## config.mk

```make
export PLATFORM = sky130hd
export DESIGN_NAME = host_loader
export DESIGN_NICKNAME = d
export VERILOG_FILES = /design/src/rtl/accel_pkg.sv /design/src/rtl/out_skid_reg.sv /design/src/rtl/host_loader.sv
export SDC_FILE = /design/constraint.sdc
export NUM_CORES = 1
export LEC_CHECK = 0
export CAP_MARGIN = 20
export CELL_PAD_IN_SITES_DETAIL_PLACEMENT = 0
export CELL_PAD_IN_SITES_GLOBAL_PLACEMENT = 2
export CORE_MARGIN = 8
export CORE_UTILIZATION = 27
export DETAILED_ROUTE_END_ITERATION = 8
export GPL_TIMING_DRIVEN = 1
export PLACE_DENSITY_LB_ADDON = 0.1
export SLEW_MARGIN = 20
export SYNTH_ARGS = -nofsm -noshare
export SYNTH_HDL_FRONTEND = slang
export SYNTH_SLANG_ARGS = --single-unit
```

## constraint.sdc

```tcl
create_clock -name clk -period 3.7 [get_ports clk]
set_input_delay 1.11 -clock clk [delete_from_list [all_inputs] [get_ports clk]]
set_output_delay 1.11 -clock clk [all_outputs]
set_load 0.01 [all_outputs]
```

## src/rtl/accel_pkg.sv

```systemverilog
// Shared definitions between the host loader and the accelerator core.
// LOADER_CHECKSUM_EN adds the CHECK state used for load trailers.
package accel_pkg;

    localparam int NUM_SIZE_DEF = 16;
    localparam int INSTR_W_DEF  = 32;
    localparam int ADDR_LEN_DEF = 5;

    localparam logic [3:0] CMD_LOAD_INSTR = 4'd1;
    localparam logic [3:0] CMD_LOAD_DATA  = 4'd2;
    localparam logic [3:0] CMD_RUN        = 4'd3;
    localparam logic [3:0] CMD_READ_DATA  = 4'd4;

    localparam int HDR_CMD_MSB  = 31;
    localparam int HDR_CMD_LSB  = 28;
    localparam int HDR_CNT_MSB  = 27;
    localparam int HDR_CNT_LSB  = 16;
    localparam int HDR_BASE_LSB = 0;
    localparam int CNT_W        = HDR_CNT_MSB - HDR_CNT_LSB + 1;
    localparam int CKSUM_W      = 16;

`ifdef LOADER_CHECKSUM_EN
    typedef enum logic [2:0] {
        ST_IDLE, ST_LOAD_I, ST_LOAD_D, ST_CHECK, ST_CLEAR, ST_RUN, ST_READ
    } loader_state_e;
`else
    typedef enum logic [2:0] {
        ST_IDLE, ST_LOAD_I, ST_LOAD_D, ST_CLEAR, ST_RUN, ST_READ
    } loader_state_e;
`endif

endpackage

```

## src/rtl/out_skid_reg.sv

```systemverilog
// One-entry registered valid/ready stage for the readback stream.
module out_skid_reg
    import accel_pkg::*;
#(
    parameter int W = NUM_SIZE_DEF
) (
    input  logic         clk,
    input  logic         rst,
    input  logic         in_valid,
    output logic         in_ready,
    input  logic [W-1:0] in_data,
    output logic         out_valid,
    input  logic         out_ready,
    output logic [W-1:0] out_data
);

    assign in_ready = !out_valid || out_ready;

    always_ff @(posedge clk) begin
        if (rst) begin
            out_valid <= 1'b0;
            out_data  <= '0;
        end else if (in_ready) begin
            out_valid <= in_valid;
            if (in_valid) out_data <= in_data;
        end
    end

endmodule

```

## src/rtl/host_loader.sv

```systemverilog
// Host front end: loads instruction/data memories, runs the core, reads data back.
// Define LOADER_CHECKSUM_EN to require a checksum trailer after every load.
//
// state   | meaning
// IDLE    | waiting for a header word
// LOAD_I  | writing payload words into the instruction store
// LOAD_D  | writing payload words into data memory
// CHECK   | comparing the trailer against the payload sum (LOADER_CHECKSUM_EN only)
// CLEAR   | one-cycle clear of core pc/halted
// RUN     | core executing until halted
// READ    | streaming data-memory words to the host
module host_loader
    import accel_pkg::*;
#(
    parameter int NUM_SIZE = NUM_SIZE_DEF,
    parameter int INSTR_W  = INSTR_W_DEF,
    parameter int ADDR_LEN = ADDR_LEN_DEF
) (
    input  logic                clk,
    input  logic                rst,
    input  logic                in_valid,
    output logic                in_ready,
    input  logic [31:0]         in_data,
    output logic                out_valid,
    input  logic                out_ready,
    output logic [NUM_SIZE-1:0] out_data,
    output logic                instr_we,
    output logic [ADDR_LEN-1:0] instr_addr,
    output logic [INSTR_W-1:0]  instr_wdata,
    output logic                mem_we,
    output logic [ADDR_LEN-1:0] mem_addr,
    output logic [NUM_SIZE-1:0] mem_wdata,
    output logic [ADDR_LEN-1:0] mem_raddr,
    input  logic [NUM_SIZE-1:0] mem_rdata,
    output logic                acc_clear,
    output logic                acc_run,
    input  logic                halted,
    output logic                busy,
    output logic                error
);

    loader_state_e       state, state_nxt;
    logic [CNT_W-1:0]    remain;
    logic [ADDR_LEN-1:0] ptr;
    logic [3:0]          hdr_cmd;
    logic [CNT_W-1:0]    hdr_cnt;
    logic [ADDR_LEN-1:0] hdr_base;
    logic                last_word, push, skid_ready, bad_cmd, hdr_hs, load_hs;

    assign hdr_cmd   = in_data[HDR_CMD_MSB:HDR_CMD_LSB];
    assign hdr_cnt   = in_data[HDR_CNT_MSB:HDR_CNT_LSB];
    assign hdr_base  = in_data[HDR_BASE_LSB +: ADDR_LEN];
    assign last_word = (remain == CNT_W'(1));
    assign busy      = (state != ST_IDLE);
    assign mem_raddr = ptr;
    assign hdr_hs    = (state == ST_IDLE) && in_valid && in_ready;
    assign load_hs   = ((state == ST_LOAD_I) || (state == ST_LOAD_D)) && in_valid && in_ready;

    always_ff @(posedge clk) begin
        if (rst) state <= ST_IDLE;
        else     state <= state_nxt;
    end

    always_comb begin
        state_nxt = state;
        in_ready  = 1'b0;
        acc_clear = 1'b0;
        acc_run   = 1'b0;
        push      = 1'b0;
        bad_cmd   = 1'b0;
        case (state)
            ST_IDLE: begin
                in_ready = !rst;
                if (in_valid && !rst) begin
                    case (hdr_cmd)
                        CMD_LOAD_INSTR: if (hdr_cnt != '0) state_nxt = ST_LOAD_I;
                        CMD_LOAD_DATA:  if (hdr_cnt != '0) state_nxt = ST_LOAD_D;
                        CMD_RUN:        state_nxt = ST_CLEAR;
                        CMD_READ_DATA:  if (hdr_cnt != '0) state_nxt = ST_READ;
                        default:        bad_cmd = 1'b1;
                    endcase
                end
            end
            ST_LOAD_I, ST_LOAD_D: begin
                in_ready = !rst;
                if (in_valid && !rst && last_word) begin
`ifdef LOADER_CHECKSUM_EN
                    state_nxt = ST_CHECK;
`else
                    state_nxt = ST_IDLE;
`endif
                end
            end
`ifdef LOADER_CHECKSUM_EN
            ST_CHECK: begin
                in_ready = !rst;
                if (in_valid && !rst) state_nxt = ST_IDLE;
            end
`endif
            ST_CLEAR: begin
                acc_clear = 1'b1;
                state_nxt = ST_RUN;
            end
            ST_RUN: begin
                acc_run = 1'b1;
                if (halted) state_nxt = ST_IDLE;
            end
            ST_READ: begin
                // Issue reads while words remain; leave once the last one drains.
                if (remain != '0)                 push      = skid_ready;
                else if (out_valid && out_ready)  state_nxt = ST_IDLE;
            end
            default: state_nxt = ST_IDLE;
        endcase
    end

`ifdef LOADER_CHECKSUM_EN
    logic [CKSUM_W-1:0] cksum;
`endif

    always_ff @(posedge clk) begin
        if (rst) begin
            remain      <= '0;
            ptr         <= '0;
            instr_we    <= 1'b0;
            instr_addr  <= '0;
            instr_wdata <= '0;
            mem_we      <= 1'b0;
            mem_addr    <= '0;
            mem_wdata   <= '0;
            error       <= 1'b0;
`ifdef LOADER_CHECKSUM_EN
            cksum       <= '0;
`endif
        end else begin
            instr_we <= 1'b0;
            mem_we   <= 1'b0;
            if (bad_cmd) error <= 1'b1;
            if (hdr_hs) begin
                remain <= hdr_cnt;
                ptr    <= hdr_base;
`ifdef LOADER_CHECKSUM_EN
                cksum  <= '0;
`endif
            end
            if (load_hs) begin
                if (state == ST_LOAD_I) begin
                    instr_we    <= 1'b1;
                    instr_addr  <= ptr;
                    instr_wdata <= in_data[INSTR_W-1:0];
                end else begin
                    mem_we    <= 1'b1;
                    mem_addr  <= ptr;
                    mem_wdata <= in_data[NUM_SIZE-1:0];
                end
                ptr    <= ptr + ADDR_LEN'(1);
                remain <= remain - CNT_W'(1);
`ifdef LOADER_CHECKSUM_EN
                cksum  <= cksum + in_data[CKSUM_W-1:0];
`endif
            end
            if (push) begin
                ptr    <= ptr + ADDR_LEN'(1);
                remain <= remain - CNT_W'(1);
            end
`ifdef LOADER_CHECKSUM_EN
            if ((state == ST_CHECK) && in_valid && in_ready && (in_data[CKSUM_W-1:0] != cksum))
                error <= 1'b1;
`endif
        end
    end

    out_skid_reg #(.W(NUM_SIZE)) u_out_skid (
        .clk       (clk),
        .rst       (rst),
        .in_valid  (push),
        .in_ready  (skid_ready),
        .in_data   (mem_rdata),
        .out_valid (out_valid),
        .out_ready (out_ready),
        .out_data  (out_data)
    );

endmodule
```

==> results.yml, run 1 <==
timing:
  tns_ns: 0
  fin_crit_sh_pct: 86.1
  tightest_slew_ns: 1.01
  hold_viol: 0
  drv_slew: 0
  max_slew_margin_pct: 32.3
  fmax_mhz: 314
  skew_ns: 0.00988
  setup_violations: 0
  finalCriticalPeriod_ns: 3.19
  rsz0062_at_grt: "false"
synthesis:
  netlist.area_leader.share_pct: 49.1
  netlist_top_cells_area: "dfxtp_1 (49%), nand2_1 (15%), a21oi_1 (6.1%)"
  syn_nets: 556
  seq_area_frac_synth_pct: 49.1
  synth_common_cells: "nand2_1 (163), dfxtp_1 (98), a21oi_1 (49), nand3_1 (44), clkbuf_1 (20)"
  synthFlopType: "dfxtp_1"
  synth.ff_latch_count: 98
  yosysMostFrequentCell: "nand2_1"
  yosys.cell_types.count: 53
  synth_largest_area_cell: "dfxtp_1"
  synthCells: 500
  synth_area_um2: 3990
  yosysWarnings: 0
  syn_avg_cell_area_um2: 7.99
  synth-async-reset-ratio_pct: 0
  synth_edf_count: 0
grt:
  grt_max_degree: 59
  grt_pass1_vias: 3913
  grtUsageTotal_pct: 14.7
  antenna_found_initial: 0
  globalRoute.totalOverflow: 0
  grt_pass1_wl_um: 21500
placed_design:
  place_area_um2: 5540
  gp_congestion: 0.758
  dpl.hpwl_um: 9840
  io_buffers: 139
floorplanning:
  die_area_um2: 18900
  initial_core_util_pct: 27.6
  core_um2: 14500
  io_pins: 140
  placementRows: 44
  fp.dieW_um: 138
  die_h_um: 138
routing:
  num_vias: 3970
  dr.first_iter.drc_count: 223
  drcViolationCount: 0
  wl_per_cell_um: 17.1
  wl_um: 13900
  ant_nets: 0
  viasPerCell: 4.87
  drt_first_pass_iters: 4
clock_tree:
  post-cts-setup-buffers: 0
  cts_tree: "built"
  clk-insertion-delay-late_ns: 0.35
  cts_buffer_depth: 2
  cts.reportedPaths.clkPinSlew_ns: 0.07
  cts_root_buf: "clkbuf_16"
  cts_resized: 0
  clock-sinks: 98
  cts_buffers: 9
  h-tree-depth: 3
  cts_hold_buf: 0
cells_and_area:
  design.final.nets: 682
  fin_area_um2: 5850
  layout-drive-gt1-share_pct: 6.81
  area_growth_pct: 46.5
  diodes: 0
job:
  drv_cap: 0
pwr:
  leakage_nw: 2.19
  combPwrFrac_pct: 14.3
  p_switching_mw: 0.668
  power_frac_seq_pct: 45.9
  netSwitchingFraction_pct: 26.9
  clkPwrFrac_pct: 39.8
  ir_drop_mv: 0.223
  power.internal_mw: 1.81
  power_density_nw_per_um2: 424
setup_path:
  start_kind: "primary input"
  worst-path-max-fanout: 3
  crit_type: "in -> out"
  r2r_start: "remain[0]"
  ff2ff_setup_slack_ns: 1.29
  arrival_ns: 2.08
  cp-end-kind: "output port"
  cp_data_required_time_ns: 2.59
  critPathLaunch: "rst"
  r2r_cells: 7
  crit_path_end: "in_ready"
  reg2reg_to: "remain[4]"
run_status:
  status: "completed"
min_path:
  hp-class: "reg -> reg"
[cell families (layout without fill, tap and decap cells)]
group	count (synthesis)	after routing	synth area share (%)
mux	1	1	0.251
flops	98	98	49.1
buf+inv	42	173	4.35
simple gates	262	262	30.2
fa+ha+maj	3	3	0.940
xor+xnor	1	1	0.219
compound gates	93	93	14.9
[through the flow]
stage          hold slack (ns)  worst slack (ns)  power, mW  util (%)  cells
2_1_floorplan            0.478             0.939       1.34         -    500
3_3_place_gp             0.441             0.487       1.52      38.3    799
3_5_place_dp             0.447             0.466       1.52      38.3    799
4_1_cts                  0.458             0.493       2.52      40.4    815
5_1_grt                  0.468             0.465       2.59      40.4    815
6_report                 0.452             0.514       2.48      40.4    815
[cell type report]
cell class	instances	area (µm²)
multi-input cells	360	1860
repair buffers	147	1450
clock buffers	10	239
well taps	184	230
fillers	1519	8630
inverters	10	37.5
clock inverters	6	72.6
flip-flops and latches	98	1960
[flip-flops by register name, summed over array words and instances, names as in the netlist, 3 cells and up]
| signal | count |
|---|---|
| mem_raddr | 5 |
| instr_wdata | 32 |
| mem_addr | 5 |
| state | 3 |
| u_out_skid.out_data | 16 |
| remain | 12 |
| instr_addr | 5 |
| mem_wdata | 16 |
[worst max-delay path, cell delays in order]
cell,delay (ns)
buf_2,0.14
a211oi_1,0.22
clkdlybuf4s50_1,0.61
[how the worst min path moves through the flow]
stage / startpoint / to / slack [ns] / depth (start not counted)
3_5_place_dp: instr_wdata[13] / instr_wdata[13] / 0.45 / 2
3_3_place_gp: u_out_skid.out_data[9] / u_out_skid.out_data[9] / 0.44 / 2
4_1_cts: u_out_skid.out_data[1] / u_out_skid.out_data[1] / 0.46 / 2
2_1_floorplan: instr_wdata[0] / instr_wdata[0] / 0.48 / 2
5_1_grt: instr_wdata[5] / instr_wdata[5] / 0.47 / 2
6_report: mem_wdata[9] / mem_wdata[9] / 0.45 / 2
[power groups by stage]
stage	sequential (mW)	combinational, mW	clock [mW]
floorplan	1.16	0.179	0
global placement	1.16	0.356	0
detailed placement	1.16	0.359	0
CTS	1.14	0.361	1.02
global route	1.15	0.390	1.06
finish	1.14	0.355	0.988
[per-layer routing]
layer	GRT usage, %	routed length (µm)	share of wire (%)	up-vias
met4	5.19	230	1.7	0
met3	4.08	912	6.6	14
li1	-	-	-	1974
met5	0	0	0	-
met1	16.5	5700	41	1888
met2	26.0	7070	51	94
[cell usage in the layout (no fill, tap or decap), types with 2 or more instances in the layout]
| cell type | count |
|---|---|
| a22oi_1 | 3 |
| nand3_1 | 43 |
| nor3b_1 | 2 |
| o21ai_0 | 7 |
| a211oi_1 | 2 |
| and3_1 | 3 |
| clkbuf_16 | 9 |
| clkdlybuf4s50_1 | 138 |
| nand4_1 | 4 |
| nor3b_2 | 2 |
| o311a_1 | 2 |
| nor2_1 | 13 |
| a211o_1 | 4 |
| a31oi_1 | 4 |
| buf_4 | 8 |
| or3b_2 | 2 |
| nand2_1 | 163 |
| nor4_1 | 6 |
| a21oi_1 | 49 |
| a32oi_1 | 7 |
| nand3b_1 | 2 |
| inv_6 | 3 |
| inv_1 | 9 |
| dfxtp_1 | 98 |
| nor3_1 | 6 |
| nor4_2 | 2 |
| nand2b_1 | 4 |
| a31o_2 | 3 |
| ha_1 | 3 |
No activity file was read; power rests on OpenSTA's default activity.
==> run 2, diff against run 1 <==
- CORE_UTILIZATION: 27 -> 28
- SKIP_LAST_GASP: not set -> 1
- SLEW_MARGIN: 20 -> not set
- SYNTH_HIERARCHICAL: not set -> 1
==> results.yml, run 2 <==
pwr:
  ir_drop_mv: 0.188
  fin_total_pwr_mw: 2.21
  leakage_nw: 2.03
  power_density_nw_per_um2: 365
routing:
  wl_per_cell_um: 16.4
  dr.first_iter.drc_count: 200
  drcViolationCount: 0
  num_vias: 3849
  drt_first_pass_iters: 4
  viasPerCell: 4.73
  ant_nets: 0
  wl_um: 13400
synthesis:
  syn_avg_cell_area_um2: 8.50
  yosys.cell_types.count: 58
  synth_edf_count: 0
  synth.ff_latch_count: 98
  synth_area_um2: 4270
  synth-async-reset-ratio_pct: 0
  seq_area_frac_synth_pct: 45.9
  synth_common_cells: "dfxtp_1 (98), nand2_1 (96), a21oi_1 (43), nand2b_1 (42), o21ai_1 (39)"
  synthFlopType: "dfxtp_1"
  synthCells: 503
  netlist.area_leader.share_pct: 45.9
  synth_largest_area_cell: "dfxtp_1"
  yosysWarnings: 6
  yosysMostFrequentCell: "dfxtp_1"
  syn_nets: 559
  netlist_top_cells_area: "dfxtp_1 (46%), nand2_1 (8.4%), nand2b_1 (6.1%)"
clock_tree:
  cts_buffer_depth: 2
  cts_buffers: 9
  clock-sinks: 98
  cts_resized: 0
  cts_hold_buf: 0
  cts_root_buf: "clkbuf_16"
  cts_tree: "built"
  post-cts-setup-buffers: 0
  cts.reportedPaths.clkPinSlew_ns: 0.06
  h-tree-depth: 3
  clk-insertion-delay-late_ns: 0.34
grt:
  grt_pass1_vias: 3881
  antenna_found_initial: 0
  grtUsageTotal_pct: 13.6
  grt_max_degree: 82
  grt_pass1_wl_um: 21500
  globalRoute.totalOverflow: 0
setup_path:
  arrival_ns: 2.02
  start_kind: "primary input"
  r2r_start: "remain[0]"
  cp_data_required_time_ns: 2.59
  r2r_cells: 7
  worst-path-max-fanout: 5
  crit_type: "in -> out"
  ff2ff_setup_slack_ns: 1.32
  reg2reg_to: "remain[6]"
  cp-end-kind: "output port"
cells_and_area:
  top_regs: "instr_wdata x32, mem_wdata x16, u_out_skid/out_data x16"
  design.final.nets: 678
  largest_reg_flops: 32
  layout_common_cells: "clkdlybuf4s50_1 (138), dfxtp_1 (98), nand2_1 (96)"
  instances_no_fill: 814
  largest-register: "instr_wdata"
  area_growth_pct: 41.7
  fin_util_pct: 40.3
  layout-drive-gt1-share_pct: 8.15
  final_common_cell: "clkdlybuf4s50_1"
  diodes: 0
min_path:
  hold_depth: 2
  hold_path_end: "mem_addr[0]"
  min-delay-start: "mem_addr[0]"
  hp-class: "reg -> reg"
timing:
  setup_violations: 0
  drv_slew: 0
  tightest_slew_ns: 0.838
  max_slew_margin_pct: 44.2
  fin_crit_sh_pct: 84.5
  whs_ns: 0.454
  finalCriticalPeriod_ns: 3.13
  hold_viol: 0
  tns_ns: 0
  rsz0062_at_grt: "false"
  fmax_mhz: 320
  skew_ns: 0.00722
floorplanning:
  fp.dieW_um: 140
  die_h_um: 140
  core_um2: 15000
  placementRows: 45
  io_pins: 140
  die_area_um2: 19500
  initial_core_util_pct: 28.4
placed_design:
  dp.cells: 799
  io_buffers: 139
  gp_congestion: 0.736
  dpl.hpwl_um: 9420
job:
  drv_cap: 0
run_status:
  status: "completed"
run 2: changes by cell type in the layout (fill, tap and decap cells not counted), sizes merged, moves of 6 or more:
cell    delta
nand2     -67
nand2b    +39
a21bo     +16
nand3     -23
o21ai     +31
or3        +6
a21oi      +6
run 2: stage by stage:
stage | setup slack [ns] | instance area (µm²)
floorplan | 1.02 | 4270
global placement | 0.456 | 5780
detailed placement | 0.421 | 5780
CTS | 0.554 | 6050
global route | 0.531 | 6050
finish | 0.573 | 6050
run 2: worst max-delay path by stage:
stage | from | end | slack [ns] | depth (start not counted)
global route | rst | in_ready | 0.53 | 4
floorplan | rst | in_ready | 1.02 | 3
detailed placement | in_valid | mem_raddr[2] | 0.42 | 6
global placement | in_valid | mem_raddr[2] | 0.46 | 6
finish | rst | in_ready | 0.57 | 4
CTS | rst | in_ready | 0.55 | 4
run 2: cells by family after synthesis:
logic type / count (synthesis) / share of synthesized area [%]
adders and majority gates: 3 / 0.878
AOI/OAI and AO/OA: 150 / 23.7
buffers and inverters: 46 / 5.03
and+or+nand+nor: 204 / 24.1
DFF: 98 / 45.9
xor gates and xnor gates: 2 / 0.410
run 2: power by group:
| part | switching, mW | leakage, nW | internal [mW] | total (mW) |
|---|---|---|---|---|
| Sequential | 0.0197 | 0.792 | 1.07 | 1.09 |
| Combinational | 0.117 | 1.10 | 0.122 | 0.239 |
| Clock | 0.408 | 0.136 | 0.473 | 0.880 |
run 2: cell type report:
type                       instances  area, µm²
inverter                           7       26.3
sequential                        98       1960
tap                              188        235
multi-input combinational        359       2110
fill                            1531       8980
timing repair buffer             147       1450
clock inverter                     4       27.5
clock buffer                      11        243
run 2: worst max-delay path, cell delays in order:
cell and delay (ns):
buf_4 0.13, nor2_1 0.11, and2_1 0.14, clkdlybuf4s50_1 0.53
run 2: layer usage:
layer,vias up,track usage [%],part of all wire (%)
met5,-,0,0
met4,0,3.09,0.87
met3,7,5.54,6.5
met2,98,20.6,42
met1,1764,17.7,50
li1,1980,-,-
==> run 3, diff against run 2 <==
- CORE_UTILIZATION: 28 -> 26
- clock period: 3.7 -> 3.1 ns (I/O delays scaled with it)
==> results.yml, run 3 (synthesis results as in run 2) <==
timing:
  finalCriticalPeriod_ns: 2.84
  tightest_slew_ns: 0.780
  fmax_mhz: 352
  tns_ns: 0
  rsz0062_at_grt: "false"
  skew_ns: 0.00752
  drv_slew: 0
  max_slew_margin_pct: 48.0
  fin_crit_sh_pct: 91.7
  worst_slack_ns: 0.257
  hold_viol: 0
  setup_violations: 0
floorplanning:
  fp.dieW_um: 144
  initial_core_util_pct: 26.1
  core_um2: 16300
  io_pins: 140
  die_h_um: 144
  die_area_um2: 20800
  placementRows: 47
routing:
  wl_um: 14300
  drcViolationCount: 0
  viasPerCell: 4.59
  wl_per_cell_um: 16.8
  num_vias: 3908
  dr.first_iter.drc_count: 156
  ant_nets: 0
  drt_first_pass_iters: 4
clock_tree:
  cts_buffers: 9
  clock-sinks: 98
  cts_buffer_depth: 2
  cts_hold_buf: 0
  cts_tree: "built"
  cts_resized: 0
  cts.reportedPaths.clkPinSlew_ns: 0.07
  cts_root_buf: "clkbuf_16"
  h-tree-depth: 3
  post-cts-setup-buffers: 0
  clk-insertion-delay-late_ns: 0.35
grt:
  grt_pass1_vias: 3740
  grtUsageTotal_pct: 13.5
  grt_max_degree: 76
  globalRoute.totalOverflow: 0
  antenna_found_initial: 0
  grt_pass1_wl_um: 21800
pwr:
  ir_drop_mv: 0.317
  leakage_nw: 2.07
  power_density_nw_per_um2: 449
setup_path:
  crit_type: "in -> out"
  r2r_start: "remain[0]"
  r2r_cells: 7
  critPathLaunch: "rst"
  cp-end-kind: "output port"
  crit_path_end: "in_ready"
  worst-path-max-fanout: 12
  cp_data_required_time_ns: 2.17
  start_kind: "primary input"
  ff2ff_setup_slack_ns: 0.66
  arrival_ns: 1.91
  reg2reg_to: "remain[9]"
cells_and_area:
  final_common_cell: "clkdlybuf4s50_1"
  fin_area_um2: 6180
  design.final.nets: 682
  layout-drive-gt1-share_pct: 8.87
  diodes: 0
  largest-register: "instr_wdata"
  largest_reg_flops: 32
  nFillCells: 1744
  area_growth_pct: 44.7
  top_regs: "instr_wdata x32, mem_wdata x16, u_out_skid/out_data x16"
  layout_common_cells: "clkdlybuf4s50_1 (138), dfxtp_1 (98), nand2_1 (96)"
placed_design:
  place_area_um2: 5880
  gp_congestion: 0.718
  io_buffers: 139
  dpl.hpwl_um: 9900
  place_ws_ns: 0.161
min_path:
  hp-class: "reg -> reg"
job:
  drv_cap: 0
run_status:
  status: "completed"
-- run 3: critical path: stages --
cell             delay (ns)
buf_4                  0.16
nor2_1                 0.14
and2_1                 0.14
clkdlybuf4s50_1        0.54
-- run 3: through the flow --
step	utilization [%]	total power [mW]	std cells	hold WS, ns
2_1_floorplan	-	1.47	503	0.449
3_3_place_gp	36.0	1.63	835	0.442
3_5_place_dp	36.0	1.63	835	0.449
4_1_cts	37.8	2.83	851	0.457
5_1_grt	37.8	2.90	851	0.474
6_report	37.8	2.78	851	0.454
-- run 3: worst min path at each step --
| stage | to | depth (start not counted) | from | slack, ns |
|---|---|---|---|---|
| 2_1_floorplan | remain[1] | 2 | remain[1] | 0.45 |
| 3_3_place_gp | mem_wdata[1] | 2 | mem_wdata[1] | 0.44 |
| 3_5_place_dp | mem_wdata[12] | 2 | mem_wdata[12] | 0.45 |
| 4_1_cts | mem_wdata[10] | 2 | mem_wdata[10] | 0.46 |
| 5_1_grt | mem_addr[4] | 2 | mem_addr[4] | 0.47 |
| 6_report | mem_wdata[10] | 2 | mem_wdata[10] | 0.45 |
-- run 3: routing by layer --
metal / routed length [µm] / vias to the layer above / share of wire, % / global-route usage (%)
li1: - / 1991 / - / -
met1: 6960 / 1800 / 49 / 18.4
met2: 5980 / 104 / 42 / 19.3
met3: 1140 / 13 / 8.0 / 4.69
met4: 200 / 0 / 1.4 / 5.04
met5: 0 / - / 0 / 0
-- run 3: power breakdown --
group          leakage, nW  switching (mW)  internal (mW)
clock network        0.153           0.511          0.672
registers            0.792          0.0228           1.28
logic                 1.12           0.144          0.148
total                 2.07           0.678           2.10
-- run 3: area by class of cell --
cell class                      count  area (µm²)  share of cell area (%)
Sequential cell                    98        1960                    31.7
Clock inverter                      4        48.8                   0.789
Timing Repair Buffer              151        1500                    24.3
Clock buffer                       12         256                    4.15
Inverter                            7        26.3                   0.425
Multi-Input combinational cell    359        2110                    34.1
Tap cell                          220         275                    4.45
